<file path="config.mk">
export PLATFORM = sky130hd
export DESIGN_NAME = mem_port_arbiter
export DESIGN_NICKNAME = d
export VERILOG_FILES = /design/src/rtl/cpu_pkg.sv /design/src/rtl/mem_port_arbiter.sv
export SDC_FILE = /design/constraint.sdc
export NUM_CORES = 1
export LEC_CHECK = 0
export ABC_CLOCK_PERIOD_IN_PS = 1400
export BUFFER_PORTS_ARGS = -buffer_cell sky130_fd_sc_hd__buf_2
export CAP_MARGIN = 20
export CORE_ASPECT_RATIO = 1.2
export CORE_MARGIN = 2
export CORE_UTILIZATION = 36
export CTS_BUF_LIST = sky130_fd_sc_hd__clkbuf_16
export CTS_CLUSTER_DIAMETER = 150
export CTS_CLUSTER_SIZE = 12
export DETAILED_ROUTE_END_ITERATION = 10
export GPL_TIMING_DRIVEN = 0
export PLACE_DENSITY = 0.76
export SLEW_MARGIN = 20
export SYNTH_ARGS = -nofsm -noshare
export SYNTH_HDL_FRONTEND = slang
export SYNTH_SLANG_ARGS = --single-unit
</file>
<file path="constraint.sdc">
create_clock -name clk -period 1.4 [get_ports clk]
set_input_delay 0.21 -clock clk [delete_from_list [all_inputs] [get_ports clk]]
set_output_delay 0.21 -clock clk [all_outputs]
set_load 0.01 [all_outputs]
</file>
<file path="src/rtl/cpu_pkg.sv">
// Shared CPU definitions: memory command encoding, read-return owner and
// the default fetch-starvation bound for the memory port arbiter.
package cpu_pkg;

    localparam logic READ  = 1'b0;
    localparam logic WRITE = 1'b1;

    typedef enum logic [1:0] {
        NONE = 2'd0,
        F    = 2'd1,
        D    = 2'd2
    } owner_e;

    localparam int DEF_MAX_STREAK = 3;

endpackage : cpu_pkg

</file>
<file path="src/rtl/mem_port_arbiter.sv">
// Shares the single-ported Memory between fetch (F) and load/store (D).
// D has priority; a streak counter forces an F grant after MAX_STREAK D wins.
module mem_port_arbiter
    import cpu_pkg::*;
#(
    parameter int MAX_STREAK = DEF_MAX_STREAK,
    parameter int AW         = 16,
    parameter int DW         = 16
) (
    input  logic          clk,
    input  logic          nRESET,

    input  logic          f_req,
    input  logic [AW-1:0] f_addr,
    output logic          f_gnt,
    output logic          f_rvalid,
    output logic [DW-1:0] f_rdata,

    input  logic          d_req,
    input  logic          d_we,
    input  logic [AW-1:0] d_addr,
    input  logic [DW-1:0] d_wdata,
    output logic          d_gnt,
    output logic          d_rvalid,
    output logic [DW-1:0] d_rdata,

    output logic          mem_rw,
    output logic [AW-1:0] mem_addr,
    output logic [DW-1:0] mem_wdata,
    input  logic [DW-1:0] mem_rdata
);

    localparam int SW = $clog2(MAX_STREAK + 1);

    logic [SW-1:0] streak;
    logic          streak_full;
    owner_e        rd_owner;
    logic [DW-1:0] f_rdata_p1;
    logic [DW-1:0] d_rdata_p1;

    assign streak_full = (streak == SW'(MAX_STREAK));

    // Grant and command mux: purely combinational so they follow requests even in reset
    always_comb begin
        d_gnt     = 1'b0;
        f_gnt     = 1'b0;
        mem_rw    = READ;
        mem_addr  = '0;
        mem_wdata = '0;

        if (d_req && !(f_req && streak_full)) begin
            d_gnt = 1'b1;
        end else if (f_req) begin
            f_gnt = 1'b1;
        end

        if (d_gnt) begin
            mem_rw    = d_we;
            mem_addr  = d_addr;
            mem_wdata = d_wdata;
        end else if (f_gnt) begin
            mem_addr  = f_addr;
        end
    end

    // Streak only counts D wins that actually made F wait
    always_ff @(posedge clk or negedge nRESET) begin
        if (!nRESET) begin
            streak <= '0;
        end else if (!f_req || f_gnt) begin
            streak <= '0;
        end else if (d_gnt && !streak_full) begin
            streak <= streak + 1'b1;
        end
    end

    // Grant stage -> return stage: remember who owns next cycle's read data
    always_ff @(posedge clk or negedge nRESET) begin
        if (!nRESET) begin
            rd_owner <= NONE;
        end else if (f_gnt) begin
            rd_owner <= F;
        end else if (d_gnt && (d_we == READ)) begin
            rd_owner <= D;
        end else begin
            rd_owner <= NONE;
        end
    end

    // Return stage: capture the delivered word so the port keeps showing it afterwards
    always_ff @(posedge clk or negedge nRESET) begin
        if (!nRESET) begin
            f_rdata_p1 <= '0;
            d_rdata_p1 <= '0;
        end else begin
            if (rd_owner == F) f_rdata_p1 <= mem_rdata;
            if (rd_owner == D) d_rdata_p1 <= mem_rdata;
        end
    end

    assign f_rvalid = (rd_owner == F);
    assign d_rvalid = (rd_owner == D);
    assign f_rdata  = f_rvalid ? mem_rdata : f_rdata_p1;
    assign d_rdata  = d_rvalid ? mem_rdata : d_rdata_p1;

endmodule : mem_port_arbiter

</file>
==> results of run 1 <==
final timing paths:
check | start | endpoint | slack (ns) | depth (start not counted)
worst max-delay path | streak[0] | mem_addr[3] | -0.40 | 5
max in group asynchronous | nRESET | f_rdata_p1[3] | 0.90 | 1
worst min register to register | f_rdata_p1[6] | f_rdata_p1[6] | 0.50 | 1
worst max register to register | rd_owner[1] | f_rdata_p1[7] | 0.01 | 5
min in group clk | mem_rdata[3] | f_rdata_p1[3] | 0.21 | 2
worst min-delay path | nRESET | d_rdata_p1[7] | 0.02 | 1
cell usage in the layout, fill, tap and decap left out:
master     instances
a21boi_4           1
a32o_1             8
a32o_2             8
and2_1             3
and2_4            15
and2b_1            1
and4b_1            1
buf_12             6
buf_16             1
buf_2             79
buf_4             18
buf_6             72
buf_8              1
clkbuf_16          6
clkinv_2           1
dfrtp_1           36
ha_4               1
inv_1              1
inv_4              1
mux2_4            32
nand2b_4           2
nor2b_2            1
nor3b_1            1
worst max-delay path, stage by stage, from the launching register on:
cell and delay (ns):
dfrtp_1 0.41, ha_4 0.19, nand2b_4 0.18, buf_6 0.14, a32o_2 0.28, buf_6 0.12
cell type report:
type / instances / share of cell area
Buffer: 9 / 0.0317
Clock buffer: 5 / 0.0352
Clock inverter: 2 / 0.00247
Inverter: 1 / 0.00176
Multi-Input combinational cell: 74 / 0.255
Sequential cell: 36 / 0.254
Tap cell: 60 / 0.0211
Timing Repair Buffer: 169 / 0.399
layer usage:
| layer | share of wire | GRT usage | routed length, µm | up-vias |
|---|---|---|---|---|
| met2 | 0.54 | 0.369 | 3190 | 106 |
| met5 | 0 | 0 | 0 | - |
| li1 | - | - | - | 789 |
| met3 | 0.092 | 0.0548 | 540 | 13 |
| met4 | 0.016 | 0.0647 | 95 | 0 |
| met1 | 0.35 | 0.201 | 2040 | 806 |
metrics by stage:
step	instances	power (mW)	setup TNS, ns	hold slack [ns]
4_1_cts	347	3.68	-22.32	0.0432
6_report	356	3.78	-22.21	0.0173
3_5_place_dp	319	2.22	-4.42	0.326
5_1_grt	356	3.98	-25.80	0.0761
3_3_place_gp	319	2.19	-4.13	0.335
2_1_floorplan	122	1.81	-0.140	-0.0856
sequential cells by signal, summed over array words and instances (netlist names):
signal,count
streak,2
rd_owner,2
d_rdata_p1,16
f_rdata_p1,16
power by group:
| part | switching [mW] | total, mW | internal [mW] |
|---|---|---|---|
| clock | 0.374 | 1.01 | 0.638 |
| combinational | 0.547 | 1.50 | 0.950 |
| sequential | 0.0558 | 1.27 | 1.21 |
kinds of logic after synthesis:
kind of cell             Yosys count
adder cells (fa/ha/maj)            1
AND/OR/NAND/NOR                   24
flip-flops                        36
multiplexers                      32
AO/OA/AOI/OAI                     17
buffers and inverters             12
what timing repair did:
item	4_1_cts	5_1_grt
pin swaps	21	14
endpoints found under the setup margin	69	69
gates resized for setup	81	27
buffers inserted	17	9
gates cloned	5	1
==> metrics.txt, run 1 <==
drt wl/cell=16.5 µm; top-area cell type share of the netlist area=0.494; 1st-iter DRT viols=54; Synth Area in XOR/XNOR=0; grt total ovfl=0; PwrDens=around 1100 mW/mm²; clock slew at the register clock pins of the worst setup and hold paths=approximately 0.050 ns; routability cong.=between 0.8 and 0.9; outcome=finished, violations left; initial core utilization=0.372; Top FF cell, synth=dfrtp_1; worst skew pair latency=0.27 ns; combinational family with the most area after synthesis=multiplexers; initial antenna violation count=0; Avg Inst Size Synth=14.9 µm²; Num CTS Buffers=5; fin util=0.724; vias per cell=4.81; Hold Violations, Final=0; Tcrit/Tclk final=1.28; Routed Antenna Nets=0; Post-synth EDFFs=0; Placement Setup Slack=-0.186 ns; adder-cell area share of the yosys netlist=0.00686; detailed-route via count=1714; Syn Inst Count=122; fin nets=366; htree depth=2; diodes inserted=0; crit path DAT=roughly 1.6 ns; Die ar.=0.00565 mm²; Fmax=between 500 and 600 MHz; RSZ-0062 raised after global routing=yes; IO Pins=138; leak pwr=1.89 nW; worst setup margin=-0.397 ns; CP Capture Type=output port; list of most frequent post-synthesis cells=36 x dfrtp_1, 18 x and2_1, 18 x mux2_4; # port buffers=137; multi-input logic area=906 µm²; Final min period=1.80 ns; die height=82.0 µm; VDD IR max=0.000519 V; CP max FO=5; remaining routing DRC violations=0; overall global routing resource usage=0.195; mux cell area share after synthesis=0.235; most frequent cell after synthesis=dfrtp_1; register area share after synthesis=0.494; first-pass GRT wire length=roughly 8000 µm; Num Clock Sinks=36; critical path class=flop to output port; FILL cells=between 200 and 300; # Max-Cap Violations=0; Synth Area in Compound Gates=0.0988; Rows=28; maximum number of pins on one net before global-route repair=37; Pre-antenna DRT Iters=5; hold_buf cts=0; Post-Syn Area=~0.0018 mm²; top cells by area, synth=dfrtp_1 49%, mux2_4 15%, mux2_2 8.6%; DP Area=roughly 0.0026 mm²; Die Wd=69.0 µm; Max clock buf depth=2; failing checks=negative setup slack; Distinct cells, synth=19; share of cells above drive strength 1=0.828; Worst-Margin Slew=0.775 ns; Syn Nets=192; post-route cell area=around 0.0036 mm²; Core Area=0.00490 mm²; register area=around 900 µm²; Area Overhead vs Synth=94.8%; CP Launch Type=flop; DP HPWL=3720 µm; vias in the first global route=approximately 1800; Slew Viols, Final=0; Total Wirelength=between 5000 and 6000 µm; synth warn=0; Seq cells post-synth=36; relative max-transition margin=0.483; Critical Path RT=between 1 and 1.5 ns; simple-gate area share of the yosys netlist=0.0913; clk_skew=0.00237 ns; root buf cell=clkbuf_16; setup violators final=68; area leader, netlist=dfrtp_1; worst hold path type=input pin to async pin; CTS tree=done; Post-synth ARST share=1.00
No activity file was read; power rests on OpenSTA's default activity.
==> run 2, diff against run 1 <==
SKIP_LAST_GASP = 1   (was default)
==> run 2 against run 1 <==
- the flow still finishes with violations (negative setup slack)
- cell area is 0.18% lower
- clock skew about the same
- cell count is 0.28% higher
- critical endpoint unchanged
- largest power group unchanged
- highest routed layer unchanged
==> metrics.txt, run 2 (synthesized netlist as in run 1, its figures left out) <==
Max clock buf depth=2 (unchanged); leak pwr=1.89 nW (about the same); worst skew pair latency=0.27 ns (about the same); GR peak layer=met2; 1st-iter DRT viols=51 (-5.6%); register area=901 µm² (unchanged); CP max FO=5 (unchanged); grt met1 use=0.191 (-0.00931); Critical Path RT=1.19 ns (about the same); Final min period=1.80 ns (-0.000532 ns); CP Capture Type=output port; Worst-Margin Slew=0.772 ns (-0.00311 ns); Hold Violations, Final=0 (unchanged); Rows=28 (unchanged); clk_skew=0.00286 ns (+0.000489 ns); critical path's top delay family=flip-flops; multi-input logic area=908 µm² (+0.28%); r2r startpoint=rd_owner[1]; crit path DAT=1.59 ns (about the same); internal power=2.78 mW (-0.74%); worst hold path type=input pin to async pin; vias in the first global route=1740 (-2.0%); PwrDens=1060 mW/mm² (-0.50%); Max stage delay cell, worst path=dfrtp_1; worst r2r dst=f_rdata_p1[7]; Logic pwr share=0.394 (-0.002); Worst R2R Path Depth=5 (unchanged); initial core utilization=0.372 (unchanged); detailed-route via count=1729 (+0.88%); die height=82.0 µm (unchanged); # Max-Cap Violations=0 (unchanged); relative max-transition margin=0.485 (+0.00207); Setup TNS Final=-22.37 ns (-0.160 ns); FILL cells=297 (+1.4%); CP Launch Type=flop; VDD IR max=0.000516 V (-0.46%); fin nets=367 (+0.27%); routability cong.=0.805 (unchanged); IO Pins=138 (unchanged); most frequent cells in the layout=81 x buf_2, 67 x buf_6, 36 x dfrtp_1; initial antenna violation count=0 (unchanged); first-pass GRT wire length=8010 µm (-2.6%); grt total ovfl=0 (unchanged); Reg power frac=0.339 (+0.003); root buf cell=clkbuf_16; GR Layer Usage met2=0.365 (-0.00385); Fmax=557 MHz (about the same); outcome=finished, violations left; switching pwr=972 µW (-0.47%); # port buffers=137 (unchanged); overall global routing resource usage=0.191 (-0.00419); diodes inserted=0 (unchanged); commonest non-fill, non-tap cell in the layout=buf_2; top flop regs=d_rdata_p1 x16, f_rdata_p1 x16; flop-to-flop setup slack=-0.02 ns (-0.03 ns); Slew Viols, Final=0 (unchanged); remaining routing DRC violations=0 (unchanged); drt wl/cell=16.8 µm (+1.9%); Routed Antenna Nets=0 (unchanged); RSZ-0062 raised after global routing=yes; Die Wd=69.0 µm (unchanged); setup violators final=69 (+1.5%); CP most frequent cell=buf_6; Crit path buffers/inverters=2 (unchanged); clock slew at the register clock pins of the worst setup and hold paths=0.05 ns (about the same); Pre-antenna DRT Iters=4 (-1); critical path class=flop to output port; met3 Track Usage GR=0.0548 (unchanged); Die ar.=0.00565 mm² (unchanged); cells along the critical path=ha_4 > nand2b_4 > buf_6 > a32o_2 > buf_6; Total Wirelength=6000 µm (+2.2%); WHS=0.0161 ns (-0.00122 ns); switching share of total power=0.259 (+0.000534); Num Clock Sinks=36 (unchanged); vias per cell=4.84 (+0.59%); Area Overhead vs Synth=94.4%; fin util=0.723 (-0.00128); CTS tree=done; maximum number of pins on one net before global-route repair=37 (unchanged); Crit path largest cell delay=0.41 ns (about the same); clock network power share=0.267 (about the same); failing checks=negative setup slack; share of cells above drive strength 1=0.832 (+0.00395); DP HPWL=3720 µm (unchanged); htree depth=2 (unchanged); Tcrit/Tclk final=1.28 (about the same); Core Area=0.00490 mm² (unchanged); Num CTS Buffers=5 (unchanged); hold_buf cts=0 (unchanged); worst setup margin=-0.396 ns (+0.000532 ns)
[run 2: cell types whose count changed in the layout (fill, tap and decap cells not counted)]
| cell | before | now |
|---|---|---|
| and2_1 | 3 | 2 |
| buf_2 | 79 | 81 |
| buf_8 | 1 | 2 |
| buf_4 | 18 | 21 |
| and2_4 | 15 | 16 |
| buf_6 | 72 | 67 |
[run 2: area by class of cell]
class,count,share of cell area
Buffer,9,0.0328
Clock buffer,5,0.0353
Clock inverter,2,0.00247
Inverter,1,0.00176
Multi-Input combinational cell,74,0.256
Sequential cell,36,0.254
Tap cell,60,0.0212
Timing Repair Buffer,170,0.396
[run 2: per-stage QoR]
step	instances	cell area, µm²	setup slack [ns]	power (mW)
2_1_floorplan	122	1840	-0.0175	1.81
3_3_place_gp	319	2610	-0.186	2.19
3_5_place_dp	319	2610	-0.186	2.22
4_1_cts	347	3280	-0.402	3.59
5_1_grt	357	3540	-0.442	3.95
6_report	357	3540	-0.396	3.75
[run 2: worst max-delay path by stage]
stage                     startpoint           end  slack (ns)  cells past startpoint
final                      streak[0]   mem_addr[3]       -0.40                      5
after global routing       streak[0]  mem_addr[12]       -0.44                      6
after CTS                  streak[0]   mem_addr[3]       -0.40                      5
after detailed placement   streak[0]   mem_addr[3]       -0.19                      6
after global placement     streak[0]   mem_addr[3]       -0.19                      6
after floorplan            streak[0]   mem_addr[0]       -0.02                      5
[run 2: timing repair]
item / 4_1_cts / 5_1_grt
setup buffers: 17 / 10
gates cloned: 5 / 1
endpoints found under the setup margin: 69 / 69
gates resized for setup: 68 / 38
pin swaps: 21 / 13
[run 2: power groups by stage]
stage,Combinational (mW),Clock (mW),Sequential (mW)
2_1_floorplan,0.545,0,1.26
3_3_place_gp,0.926,0,1.27
3_5_place_dp,0.940,0,1.28
4_1_cts,1.29,1.03,1.27
5_1_grt,1.58,1.08,1.29
6_report,1.48,1.00,1.27
[run 2: routing by layer]
metal  wire (µm)  vias up
met3         482       13
met5           0        -
met4         115        0
li1            -      788
met1        2010      828
met2        3390      100
==> run 3, diff against run 2 <==
ABC_AREA = 1   (was default)
==> run 3 against run 2 <==
- the flow still finishes with violations (negative setup slack)
- clock-buffer cell count unchanged
- synthesized cell count increased by 87%
- largest power group unchanged
- sequential share of layout area decreased by 2.1 points
- combinational power increased by 3%
- register-to-register slack improved by 0.08 ns
- sequential power about the same
- cell area increased by 9.2%
- clock power increased by 4%
==> metrics.txt, run 3 <==
most frequent cells in the layout=107 x buf_2, 45 x buf_6, 37 x inv_1; outcome=finished, violations left; maximum number of pins on one net before global-route repair=37 (unchanged); CP Capture Type=output port; Max clock buf depth=2 (unchanged); Fmax=607 MHz (+9.0%); crit path DAT=1.44 ns (-0.15 ns); hold_buf cts=0 (unchanged); vias in the first global route=1987 (+14%); worst hold path type=input pin to async pin; CTS tree=done; # Max-Cap Violations=0 (unchanged); Post-synth EDFFs=0 (unchanged); root buf cell=clkbuf_16; Num Clock Sinks=36 (unchanged); Critical Path Source=streak[0]; register area share after synthesis=0.499 (+0.00514); FILL cells=321 (+8.1%); die height=81.6 µm (-0.49%); Synth Area in XOR/XNOR=0 (unchanged); htree depth=2 (unchanged); Distinct cells, synth=14 (-5); setup violators final=69 (unchanged); clock slew at the register clock pins of the worst setup and hold paths=0.06 ns (about the same); Max stage delay cell, worst path=dfrtp_1; share of cells above drive strength 1=0.658 (-0.173); critical path class=flop to output port; Crit path buffers/inverters=2 (unchanged); Die Wd=68.6 µm (-0.49%); diodes inserted=0 (unchanged); PwrDens=994 mW/mm² (-6.1%); Tcrit/Tclk final=1.18 (-0.106); synth warn=0 (unchanged); Routed Antenna Nets=0 (unchanged); simple-gate area share of the yosys netlist=0.266 (+0.174); Hold Violations, Final=0 (unchanged); worst skew pair latency=0.28 ns (about the same); mux cell area share after synthesis=0 (-0.235); routability cong.=0.800 (-0.68%); Synth Area in Compound Gates=0.0888 (-0.0101); vias per cell=4.79 (-1.2%); top-area cell type share of the netlist area=0.499 (+0.00514); Top FF cell, synth=dfrtp_1; VDD IR max=0.000524 V (+1.5%); commonest non-fill, non-tap cell in the layout=buf_2; drt wl/cell=15.8 µm (-6.1%); leak pwr=2.09 nW (+11%); Critical Path RT=1.19 ns (about the same); area leader, netlist=dfrtp_1; Num CTS Buffers=5 (unchanged); RSZ-0062 raised after global routing=yes; CP Launch Type=flop; grt total ovfl=0 (unchanged); Core Area=0.00487 mm² (-0.71%); fin util=0.795 (+0.0720); fin nets=470 (+28%); Pre-antenna DRT Iters=4 (unchanged); Area Overhead vs Synth=114%; Rows=28 (unchanged); combinational family with the most area after synthesis=simple AND/OR/NAND/NOR gates; CP most frequent cell=nand2_8; critical path's top delay family=flip-flops; # port buffers=135 (-1.5%); Worst-Margin Slew=0.779 ns (+0.00736 ns); initial core utilization=0.371 (-0.00118); Post-Syn Area=0.00180 mm² (-1.0%); remaining routing DRC violations=0 (unchanged); Final min period=1.65 ns (-0.149 ns); Syn Inst Count=228 (+87%); IO Pins=138 (unchanged); Total Wirelength=7270 µm (+21%); cells along the critical path=ha_4 > nand2_8 > nand2_8 > clkbuf_16 > nand3_1 > nand2_1 > buf_2; top cells by area, synth=dfrtp_1 50%, nand2_1 10%, nand3_1 8.9%; register area=902 µm² (+0.14%); most frequent cell after synthesis=nand2_1; overall global routing resource usage=0.231 (+0.0402); Syn Nets=298 (+55%); Power Total=3.85 mW (+2.5%); multi-input logic area=0.00118 mm² (+29%); first-pass GRT wire length=9400 µm (+17%); list of most frequent post-synthesis cells=50 x nand2_1, 40 x inv_1, 36 x dfrtp_1; initial antenna violation count=0 (unchanged); CP max FO=6 (+1); clk_skew=0.00647 ns (+0.00362 ns); relative max-transition margin=0.480 (-0.00490); Slew Viols, Final=0 (unchanged); Post-synth ARST share=1.00 (unchanged); failing checks=negative setup slack; worst setup margin=-0.247 ns (+0.149 ns); Crit path largest cell delay=0.41 ns (about the same); DP HPWL=4010 µm (+7.7%); WHS=0.00802 ns (-0.00804 ns); 1st-iter DRT viols=59 (+16%); Avg Inst Size Synth=7.91 µm² (-47%); Die ar.=0.00560 mm² (-0.97%); r2r startpoint=rd_owner[1]; detailed-route via count=2207 (+28%); adder-cell area share of the yosys netlist=0.00693 (+0.0000714); top flop regs=d_rdata_p1 x16, f_rdata_p1 x16; Seq cells post-synth=36 (unchanged)
==> run 3: cell count changes after synthesis, sizes merged, moves of 2 or more <==
cell / change
nand2: +52
inv: +39
mux2: -32
nand3: +32
o21ai: +32
nor2: +19
and2: -18
a32o: -16
clkbuf: +2
nand2b: -2
nor3: +2
==> run 3: logic make-up after synthesis <==
group           Yosys count
flops                    36
simple gates            105
buf+inv                  54
fa+ha+maj                 1
compound gates           32
==> run 3: through the flow <==
step	cell area (µm²)	TNS, ns	setup WS (ns)	std cells
after global placement	2550	-1.10	-0.0838	423
after CTS	3410	-12.28	-0.236	458
after detailed placement	2550	-1.36	-0.0776	423
after floorplan	1800	0	0.0739	228
after global routing	3870	-17.07	-0.299	461
final	3870	-13.18	-0.247	461
==> run 3: worst register-to-register path: cells and delay by family, from the launching register on <==
kind / cells / cell delay [ns]
compound gates: 1 / 0.06
buf+inv: 5 / 0.62
flops: 1 / 0.40
simple gates: 2 / 0.17
==> run 3: final timing paths <==
path                             endpoint  slack, ns  cells after the start
hold reg to reg            d_rdata_p1[13]       0.47                      2
setup reg to reg            f_rdata_p1[8]       0.06                      8
max in group asynchronous     rd_owner[0]       0.84                      1
setup / recovery              mem_addr[2]      -0.25                      7
min in group clk              rd_owner[1]       0.10                      2
hold / removal              d_rdata_p1[9]      0.008                      1
==> run 3: power by group <==
part / switching [mW] / internal (mW) / total, mW / leakage [nW]
Combinational: 0.735 / 0.788 / 1.52 / 1.57
Clock: 0.398 / 0.639 / 1.04 / 0.0738
Sequential: 0.0904 / 1.20 / 1.29 / 0.444
Total: 1.22 / 2.62 / 3.85 / 2.09
==> run 3: what timing repair did <==
| action | in CTS | in global routing |
|---|---|---|
| setup endpoints to repair | 69 | 71 |
| resized for setup | 140 | 83 |
| buffers inserted | 22 | 6 |
| pin swaps | 5 | 10 |
| gates cloned | 5 | 3 |
==> run 3: final cells by class <==
cell class,count,area share
clock inverters,3,0.00291
multi-input cells,139,0.304
clock buffers,5,0.0323
inverters,40,0.0401
well taps,60,0.0194
flip-flops and latches,36,0.233
repair buffers,164,0.321
plain buffers,14,0.0472
==> run 3: layer usage <==
| metal | routed length [µm] | global-route usage |
|---|---|---|
| met5 | 0 | 0 |
| met4 | 146 | 0.0800 |
| met3 | 456 | 0.0507 |
| met1 | 2280 | 0.220 |
| met2 | 4390 | 0.463 |
